### config.mk
export PLATFORM = sky130hd
export DESIGN_NAME = serial_adder
export DESIGN_NICKNAME = d
export VERILOG_FILES = /design/src/rtl/serial_adder.sv
export SDC_FILE = /design/constraint.sdc
export NUM_CORES = 1
export LEC_CHECK = 0
export CAP_MARGIN = 5
export CORE_MARGIN = 2
export CORE_UTILIZATION = 49
export DETAILED_ROUTE_END_ITERATION = 8
export PLACE_DENSITY = 0.75
export SYNTH_ARGS = -nofsm -noshare
export SYNTH_HDL_FRONTEND = slang
export SYNTH_SLANG_ARGS = --single-unit
export TNS_END_PERCENT = 50
### constraint.sdc
create_clock -name clk -period 1.98 [get_ports clk]
set_input_delay 0.396 -clock clk [delete_from_list [all_inputs] [get_ports clk]]
set_output_delay 0.396 -clock clk [all_outputs]
set_load 0.005 [all_outputs]
### src/rtl/serial_adder.sv
// Bit-serial ripple adder: one full-adder cell and a carry flop resolve WIDTH bits LSB first.
// Optional signed-overflow output enabled by defining SERIAL_ADDER_OVF_EN.
//
// state | meaning
// IDLE  | waiting for start; operands captured when start is sampled high
// RUN   | one bit per cycle through the full-adder cell, WIDTH cycles
// DONE  | result registered, done strobe high; returns to IDLE unconditionally
module serial_adder #(
    parameter int WIDTH = 8
) (
    input  logic             clk,
    input  logic             rst_n,
    input  logic             start,
    input  logic [WIDTH-1:0] a,
    input  logic [WIDTH-1:0] b,
    input  logic             cin,
    output logic             busy,
    output logic             done,
    output logic [WIDTH-1:0] sum,
`ifdef SERIAL_ADDER_OVF_EN
    output logic             cout,
    output logic             ovf
`else
    output logic             cout
`endif
);

    localparam int CW = $clog2(WIDTH + 1);

    typedef enum logic [1:0] {
        IDLE = 2'd0,
        RUN  = 2'd1,
        DONE = 2'd2
    } state_t;

    state_t           state;
    state_t           state_nxt;

    logic [WIDTH-1:0] a_sr;
    logic [WIDTH-1:0] b_sr;
    logic [WIDTH-1:0] sum_sr;
    logic             carry_q;
    logic [CW-1:0]    cnt;

    logic             bit_s;
    logic             carry_nxt;
    logic             accept;
    logic             last_bit;

    always_comb begin
        bit_s     = a_sr[0] ^ b_sr[0] ^ carry_q;
        carry_nxt = (a_sr[0] & b_sr[0]) | ((a_sr[0] ^ b_sr[0]) & carry_q);
        accept    = (state == IDLE) && start;
        last_bit  = (state == RUN) && (cnt == CW'(WIDTH - 1));
    end

    always_ff @(posedge clk or negedge rst_n) begin
        if (!rst_n) begin
            state <= IDLE;
        end else begin
            state <= state_nxt;
        end
    end

    always_comb begin
        state_nxt = state;
        case (state)
            IDLE:    if (start) state_nxt = RUN;
            RUN:     if (last_bit) state_nxt = DONE;
            DONE:    state_nxt = IDLE;
            default: state_nxt = IDLE;
        endcase
    end

    always_ff @(posedge clk or negedge rst_n) begin
        if (!rst_n) begin
            a_sr    <= '0;
            b_sr    <= '0;
            sum_sr  <= '0;
            carry_q <= 1'b0;
            cnt     <= '0;
        end else if (accept) begin
            a_sr    <= a;
            b_sr    <= b;
            sum_sr  <= '0;
            carry_q <= cin;
            cnt     <= '0;
        end else if (state == RUN) begin
            a_sr    <= {1'b0, a_sr[WIDTH-1:1]};
            b_sr    <= {1'b0, b_sr[WIDTH-1:1]};
            sum_sr  <= {bit_s, sum_sr[WIDTH-1:1]};
            carry_q <= carry_nxt;
            cnt     <= cnt + CW'(1);
        end
    end

    // busy trails the state by one edge so every output comes straight from a flop.
    always_ff @(posedge clk or negedge rst_n) begin
        if (!rst_n) begin
            busy <= 1'b0;
            done <= 1'b0;
            sum  <= '0;
            cout <= 1'b0;
        end else begin
            busy <= (state == RUN);
            done <= last_bit;
            if (last_bit) begin
                sum  <= {bit_s, sum_sr[WIDTH-1:1]};
                cout <= carry_nxt;
            end
        end
    end

`ifdef SERIAL_ADDER_OVF_EN
    // On the MSB cycle carry_q is the carry into the MSB and carry_nxt the carry out.
    always_ff @(posedge clk or negedge rst_n) begin
        if (!rst_n) begin
            ovf <= 1'b0;
        end else if (last_bit) begin
            ovf <= carry_q ^ carry_nxt;
        end
    end
`endif

endmodule

* Word level (Yosys, flattened, before mapping) *
Cells that the tools add are included.
Widths: inputs -> output; s select.

cells by class
  add/subtract/negate cells = 1
  eq/ne operators = 4
  multiplexer cells = 13
  bitwise operators = 5
  reduce and logical (&&, ||, !) cells = 5

operators by type and width
  cell                 count
  $mux 8               6
  $mux 4               2
  $add 4x1->4 const B  1
  $eq 4x3->1 const B   1
  $mux 2               2
  $ne 2x2->1 const B   2
  $pmux 2 s2           1
  $and 1x1->1          2
  $eq 2x1->1 const B   1
  $logic_and 1x1->1    2
  $logic_not 2->1      1
  $mux 1               2
  $reduce_and 2->1     1
  $reduce_bool 2->1    1
  $xor 1x1->1          2
  $or 1x1->1           1

storage, ports and cells
  register bits after elaboration = 42
  input port bits = 20
  logic and storage cells = 38

* Logic depth before layout (Yosys ltp) *
Gate-level depths: netlist of the first run.

  depth in word-level cells = 5
  depth in mapped cells = 5
  mapped depth without buffers = 4

* Least setup slack after synthesis of the first run *
Ideal clock, no wire load.

  kind = reg-to-reg
  start point = reg cnt[0]
  end point = reg sum[7]
  setup time = 0.127 ns
  arrival time = 1.291 ns
  data required time = 1.853 ns
  slack = 0.561 ns
  stages on the path, launching flop included = 6
  path buffers = 1
  clock period less this slack = 1.419 ns
  cell sequence = dfrtp_1 -> ha_1 -> nand2_1 -> nor3b_2 -> buf_6 -> mux2_1

on the way
  longest elaborated chain between the ends = 2

RTL lines
  item                      line  text
  start: declaration        43    logic [CW-1:0] cnt;
  start signal: assignment  93    cnt <= cnt + CW'(1);
  $eq 4x3->1                54    last_bit = (state == RUN) && (cnt == CW'(WIDTH - 1));
  $logic_and 1x1->1         54
  net last_bit              48    logic last_bit;
  end signal: assignment    108   sum <= {bit_s, sum_sr[WIDTH-1:1]};
  end: declaration          19    output logic [WIDTH-1:0] sum,

The timed path passes the listed nets, and every way through them passes these cells.
A chain may end at the register's enable or synchronous reset.

* Final worst setup path of the first run *
  start point = reg cnt[0]
  end point = reg sum[7]

on the way
  longest elaborated chain between the ends = 2

RTL lines
  item               line
  $eq 4x3->1         54
  $logic_and 1x1->1  54

Every way passes these cells.

==> results.tsv, run 1 <==
metric	value	unit
status	completed	
wl_per_cell	14.6	microns
cts_post_setup_buffers_inserted	0	
path_delay_family	flip-flops	
max_slew_margin	67.3	%
num_vias	1232	
place_congestion	0.724	
clockBufferDepth	2	
ys_ff_latch	41	
clkSinkCount	41	
numCtsBuffers	5	
fp.dieW	62.8	microns
drc	0	
hp-class	reg2reg	
rsz0062_at_grt	false	
whs	0.497	ns
grt_first_pass_wirelength	5570	microns
seq_area	0.00103	sq mm
final-setup-viol-count	0	
n_antenna_cell	0	
synthTopCellsByArea	dfrtp_1, a22oi_1, mux2_1	
worst_setup_path_start_kind	flip-flop	
worst_pin_slew	0.491	ns
preCtsSetupSlack	0.228	ns
slew_viol_final	0	
end_kind	flip-flop	
h-tree-depth	2	
insertion_delay	0.33	ns
fp.dieArea	0.00395	sq mm
max_freq	622	MHz
p_per_area	1310	mW/mm^2
ios	31	
crit_path_max_incr_delay	0.43	ns
drive_above_1_share	9.60	%
ant_nets	0	
synth.avg_cell_area	12.0	sq um
yosys_warnings	0	
portBuffers	30	
core	0.00334	sq mm
syn_area	0.00170	sq mm
final.setup_skew	0.0147	ns
rrSetupSlack	0.37	ns
crit_required	2.21	ns
clockRootBuffer	clkbuf_4	
p_total	2.84	mW
finalHoldViolations	0	
slowest_stage	dfrtp_1	
synth_top_area_share	60.5	%
yosysUniqueCellTypes	27	
leakagePower	0.950	nW
rows	21	
nNetsFinal	198	
fill_cells	290	
synth_seq_area_share	60.5	%
drtIter0Drc	45	
timing.final.ws_setup	0.372	ns
min_period	1.61	ns
drtPass1Iterations	4	
viasPerCell	5.52	
grt_pass1_vias	1194	
tritoncts	built	
ys_top_cells_by_count	dfrtp_1, nand2_1, a22oi_1, o21ai_0, a22o_1	
ys_async_sr_fraction	100	%
fp.dieH	62.8	microns
area_growth_syn_to_layout	27.3	%
synth_nets	163	
gr-usage-all-layers	18.3	%
grt_max_degree	25	
path_cells	ha_1, nand2_1, nor3b_2, buf_4, mux2_1	
min_period_over_period	81.2	%
setup_tns	0	ns
multi_input_area	617	sq um
synth_top_area_cell	dfrtp_1	
critPathKind	reg2reg	
initial_utilization	50.8	%
ir_drop	0.000683	V
overflow	0	
clk_pin_slew_worst_paths	0.12	ns
synth_edf_count	0	
path_max_fanout	10	
drv_cap	0	
synthCells	141	
finalWirelength	3260	microns
antenna_found_initial	0	
hpwl	2300	microns
synth_most_common_cell	dfrtp_1	
synth_ff_type	dfrtp_1	
crit_buf_inv	1	
crit_arrival	1.84	ns
==> placed cells by master, fill, tap and decap left out, types with 2 or more instances in the layout <==
cell type         n
nand2_1          16
clkbuf_4          5
a22o_1           11
a21oi_1           3
buf_4             6
nor2b_1           2
o21ai_0          14
dfrtp_1          41
clkdlybuf4s50_1  29
nor2_1            5
a22oi_1          14
a2bb2oi_1         2
mux2_1            9
==> layer usage <==
layer / wire length, microns / part of all wire (%) / track usage [%]
met5: 0 / 0 / 0
met4: 24 / 0.74 / 6.67
met3: 140 / 4.3 / 5.41
met2: 1650 / 51 / 30.0
met1: 1450 / 44 / 23.2
==> report_power, final <==
group | internal, mW | switching, mW
Sequential | 1.14 | 0.211
Combinational | 0.525 | 0.411
Clock | 0.302 | 0.250
Total | 1.96 | 0.872
==> path summary, 6_finish.rpt <==
check                           to  startpoint  cells after the start
hold reg to reg             sum[5]      sum[5]                      1
setup reg to reg            sum[7]      cnt[0]                      5
setup / recovery            sum[7]      cnt[0]                      5
max in group asynchronous  b_sr[7]       rst_n                      3
hold / removal              sum[5]      sum[5]                      1
min in group asynchronous   sum[4]       rst_n                      2
==> metrics by stage <==
step	std cells	util, %	instance area (sq um)
final	223	64.7	2160
after global routing	223	64.7	2160
after CTS	223	64.7	2160
after detailed placement	214	61.9	2060
after global placement	214	61.9	2060
after floorplan	141	-	1700
==> what timing repair did <==
item                                   CTS  global route
resized for setup                        0             0
hold buffers                             1             0
endpoints found under the hold margin    5             0
==> registers in the layout (all words and copies together), names as in the netlist <==
name     count
b_sr         8
state        2
a_sr         8
cnt          4
busy         1
cout         1
carry_q      1
done         1
sum_sr       7
sum          8
==> logic make-up (layout without fill, tap and decap cells) <==
family                     count (synthesis)  in the layout  synth area share, %
and+or+nand+nor                           29             29                 7.96
adders and majority gates                  2              2                 1.92
AOI/OAI and AO/OA                         48             48                 19.8
buffers and inverters                     11             47                 3.17
muxes                                     10             10                 6.64
DFF                                       41             41                 60.5
==> area by class of cell <==
type                       count  share of cell area [%]
sequential                    41                    47.5
multi-input combinational     89                    28.6
clock buffer                   7                    2.55
tap                           46                    2.67
timing repair buffer          38                    17.1
clock inverter                 1                    1.39
inverter                       1                   0.174
==> worst reg2reg max path: cells and delay by family (launching register included) <==
family	cells	cell delay (ns)
fa+ha+maj	1	0.22
buf+inv	1	0.20
mux	1	0.35
simple gates	2	0.30
flops	1	0.43
No activity file was read; power rests on OpenSTA's default activity.
==> run 2, diff against run 1 <==
Clock period 1.98 ns to 1.6 ns, I/O delays scaled along.
==> run 2 against run 1 <==
Against the previous run:
- cell count up 2.2%
- wire length up 4.3%
- largest power group unchanged
- via count up 3.2%
- worst hold slack worse by 0.043 ns
- highest routed layer unchanged
- utilization up 1.6 points
- clock skew down 0.0029 ns
- worst setup slack worse by 0.31 ns
- sequential share of layout area down 1.1 points
- sequential power up 23%
- sequential cell count unchanged
==> results.tsv, run 2 (synthesized netlist as in run 1, its figures left out) <==
metric	value	unit
layout_common_cells	dfrtp_1, clkdlybuf4s50_1, nand2_1, a22oi_1, o21ai_0	
globalRouteMet1Util	21.4	%
max_slew_margin	66.1	%
fp.dieW	62.8	microns
place_congestion	0.739	
gr-usage-all-layers	19.4	%
clock_power_share	18.9	%
grt_max_degree	23	
fin_cells	228	
tritoncts	built	
final-setup-viol-count	0	
viasPerCell	5.57	
timing.final.ws_setup	0.0606	ns
crit_path_max_incr_delay	0.51	ns
nNetsFinal	203	
clk_pin_slew_worst_paths	0.12	ns
final.setup_skew	0.0118	ns
preCtsSetupSlack	-0.0636	ns
hpwl	2430	microns
rsz0062_at_grt	false	
drc	0	
fp.dieArea	0.00395	sq mm
drtPass1Iterations	4	
numCtsBuffers	5	
crit_required	1.28	ns
clockRootBuffer	clkbuf_4	
p_int	2.50	mW
switching_share	30.9	%
antenna_found_initial	0	
critPathKind	reg2out	
wl_per_cell	14.9	microns
max_freq	650	MHz
clockBufferDepth	2	
dp_cells	217	
met3_usage	4.14	%
area_growth_syn_to_layout	30.4	%
finalWirelength	3400	microns
path_max_fanout	2	
path_delay_family	buffers and inverters	
num_vias	1271	
ir_drop	0.000816	V
post-route-util	66.3	%
worst_setup_path_start_kind	flip-flop	
initial_utilization	50.8	%
min_period_over_period	96.2	%
grt_first_pass_wirelength	5890	microns
hp-class	in2async	
p_per_area	1640	mW/mm^2
grt_use_met2	35.1	%
n_antenna_cell	0	
drive_above_1_share	13.2	%
clkSinkCount	41	
rows	21	
worst_pin_slew	0.508	ns
min_period	1.54	ns
finalHoldViolations	0	
power.switching	1.12	mW
status	completed	
drtIter0Drc	50	
leakagePower	0.976	nW
fill_cells	284	
h-tree-depth	2	
drv_cap	0	
overflow	0	
grt_pass1_vias	1319	
core	0.00334	sq mm
largestRegisters	a_sr: 8 flops, b_sr: 8 flops, sum: 8 flops	
ios	31	
path_cells	clkdlybuf4s50_1	
top_usage_layer	met2	
crit_buf_inv	1	
ant_nets	0	
layout_commonest_cell	dfrtp_1	
pwr-share-seq	45.9	%
insertion_delay	0.35	ns
fp.dieH	62.8	microns
portBuffers	30	
comb_power_share	35.2	%
p_total	3.62	mW
slowest_stage	clkdlybuf4s50_1	
crit_arrival	1.22	ns
end_kind	primary output	
slew_viol_final	0	
## run 2: cell count changes in the layout (fill, tap and decap cells not counted), sizes merged
cell / previous run / this run
buf: 8 / 13
## run 2: worst paths after layout
path | start | end | slack [ns] | cells past startpoint
min in group clk | b_sr[1] | b_sr[1] | 0.49 | 2
setup reg to reg | cnt[0] | sum[3] | 0.09 | 5
setup / recovery | cout | cout | 0.06 | 1
max in group asynchronous | rst_n | sum[1] | 0.66 | 3
hold / removal | rst_n | b_sr[7] | 0.45 | 2
hold reg to reg | b_sr[1] | b_sr[1] | 0.49 | 2
## run 2: area by class of cell
| type | instances | area, sq um | area share [%] |
|---|---|---|---|
| well taps | 46 | 57.6 | 2.60 |
| clock inverters | 1 | 30.0 | 1.36 |
| clock buffers | 7 | 55.1 | 2.49 |
| inverters | 1 | 3.75 | 0.170 |
| multi-input cells | 89 | 628 | 28.4 |
| flip-flops and latches | 41 | 1030 | 46.4 |
| repair buffers | 43 | 412 | 18.6 |
## run 2: repair_timing
action / 4_1_cts / 5_1_grt
hold buffers: 1 / 0
hold endpoints to repair: 20 / 0
endpoints found under the setup margin: 8 / 9
gates resized for setup: 0 / 5
setup buffers: 1 / 0
cloned: 0 / 1
pin swaps: 0 / 1
## run 2: per-stage QoR
step           hold slack (ns)  instance area [sq um]  TNS, ns
2_1_floorplan           0.0244                   1700        0
3_3_place_gp             0.299                   2090        0
3_5_place_dp             0.315                   2090   -0.265
4_1_cts                  0.452                   2190        0
5_1_grt                  0.474                   2210        0
6_report                 0.453                   2210        0
## run 2: routing by layer
layer  wire length, microns  share of wire (%)
met1                   1370                 40
met2                   1800                 53
met3                    158                4.6
met4                     72                2.1
met5                      0                  0
## run 2: power groups by stage
stage	registers (mW)	logic (mW)	clock network (mW)
floorplan	1.64	0.710	0
global placement	1.65	1.16	0
detailed placement	1.69	1.23	0
CTS	1.65	1.26	0.707
global route	1.71	1.41	0.751
finish	1.66	1.27	0.686
==> run 3, diff against run 2 <==
Settings changed: REMOVE_ABC_BUFFERS from default to 1.
==> run 3 against run 2 <==
Against the previous run:
- fmax up 0.88%
- utilization unchanged
- clock skew down 0.0058 ns
- die area unchanged
- non-clock buffer count unchanged
- clock-buffer cell count unchanged
- global-route usage down 0.59 points
- critical endpoint unchanged
==> results.tsv, run 3 (synthesized netlist as in run 1, its figures left out) <==
metric	value	unit
status	completed	
grt_pass1_vias	1367	
clockBufferDepth	2	
max_slew_margin	72.8	%
hpwl	2350	microns
placed_cell_area	0.00209	sq mm
grt_max_degree	25	
clk_pin_slew_worst_paths	0.11	ns
drtPass1Iterations	4	
rsz0062_at_grt	false	
drtIter0Drc	72	
slew_viol_final	0	
max_freq	655	MHz
area_growth_syn_to_layout	30.4	%
setup_tns	0	ns
path_cells	clkdlybuf4s50_1	
whs	0.426	ns
worst_pin_slew	0.409	ns
grt_first_pass_wirelength	5800	microns
insertion_delay	0.34	ns
crit_path_max_incr_delay	0.50	ns
initial_utilization	50.8	%
ant_nets	0	
largestRegisters	a_sr: 8 flops, b_sr: 8 flops, sum: 8 flops	
power.switching	1.11	mW
globalRouteMet1Util	20.0	%
crit_required	1.28	ns
wl_per_cell	14.4	microns
final_cell_area	0.00221	sq mm
finalHoldViolations	0	
critPathKind	reg2out	
place_congestion	0.754	
slowest_stage	clkdlybuf4s50_1	
pwr-share-seq	47.5	%
top_usage_layer	met2	
crit_arrival	1.21	ns
antenna_found_initial	0	
fp.dieH	62.8	microns
viasPerCell	5.53	
fp.dieW	62.8	microns
drive_above_1_share	13.7	%
gr-usage-all-layers	18.8	%
h-tree-depth	2	
n_antenna_cell	0	
clock_power_share	16.1	%
leakagePower	0.991	nW
final-setup-viol-count	0	
ios	31	
numCtsBuffers	5	
core	0.00334	sq mm
drv_cap	0	
drc	0	
final.setup_skew	0.00601	ns
switching_share	31.7	%
hp-class	in2async	
fin_cells	228	
worst_setup_path_start_kind	flip-flop	
layout_common_cells	dfrtp_1, clkdlybuf4s50_1, nand2_1, a22oi_1, o21ai_0	
min_period_over_period	95.4	%
nNetsFinal	203	
clkSinkCount	41	
path_delay_family	buffers and inverters	
tritoncts	built	
num_vias	1260	
finalWirelength	3270	microns
post-route-util	66.3	%
overflow	0	
fp.dieArea	0.00395	sq mm
crit_buf_inv	1	
fill_cells	260	
p_int	2.39	mW
p_per_area	1580	mW/mm^2
min_period	1.53	ns
path_max_fanout	2	
clockRootBuffer	clkbuf_4	
grt_use_met2	34.5	%
end_kind	primary output	
portBuffers	30	
comb_power_share	36.4	%
rows	21	
met3_usage	5.59	%
layout_commonest_cell	dfrtp_1	
ir_drop	0.000783	V
dp_cells	216	
-- run 3: cell count changes in the layout (fill, tap and decap cells not counted), sizes merged --
cell           before  now
clkinv              0    1
dlymetal6s2s        0    1
bufinv              1    0
clkdlybuf4s50      29   28
-- run 3: metal layers --
| layer | vias to the layer above | share of wire [%] | wire length [microns] |
|---|---|---|---|
| met5 | - | 0 | 0 |
| met4 | 0 | 1.5 | 49 |
| met3 | 5 | 4.9 | 159 |
| met2 | 35 | 52 | 1700 |
| met1 | 624 | 42 | 1360 |
| li1 | 596 | - | - |
-- run 3: cell type report --
| type | instances | area (sq um) | area share [%] |
|---|---|---|---|
| multi-input combinational | 89 | 628 | 28.4 |
| tap | 46 | 57.6 | 2.60 |
| inverter | 1 | 3.75 | 0.170 |
| clock buffer | 7 | 65.1 | 2.94 |
| sequential | 41 | 1030 | 46.4 |
| timing repair buffer | 43 | 427 | 19.3 |
| clock inverter | 1 | 5.00 | 0.226 |
-- run 3: through the flow --
step	worst slack, ns	power (mW)
2_1_floorplan	-0.757	2.29
3_5_place_dp	0.0523	2.91
3_3_place_gp	0.0814	2.82
5_1_grt	0.00453	3.79
4_1_cts	0.0219	3.47
6_report	0.0740	3.50
-- run 3: what timing repair did --
item,CTS,global route
resized for setup,0,6
endpoints found under the setup margin,0,11
hold buffers,1,0
hold endpoints to repair,17,0
buffers inserted,0,2
-- run 3: final timing paths --
kind	slack [ns]	startpoint	cells after the start	end
setup / recovery	0.07	cout	1	cout
max in group asynchronous	0.72	rst_n	3	b_sr[5]
min in group clk	0.50	sum[2]	1	sum[2]
hold / removal	0.43	rst_n	2	sum[3]
setup reg to reg	0.12	cnt[0]	5	cout
hold reg to reg	0.50	sum[2]	1	sum[2]
-- run 3: power by group through the flow --
stage                     sequential [mW]  clock [mW]  combinational [mW]
after floorplan                      1.68           0               0.617
after global placement               1.65           0                1.16
after detailed placement             1.68           0                1.23
after CTS                            1.66       0.582                1.23
after global routing                 1.71       0.644                1.43
final                                1.66       0.564                1.28
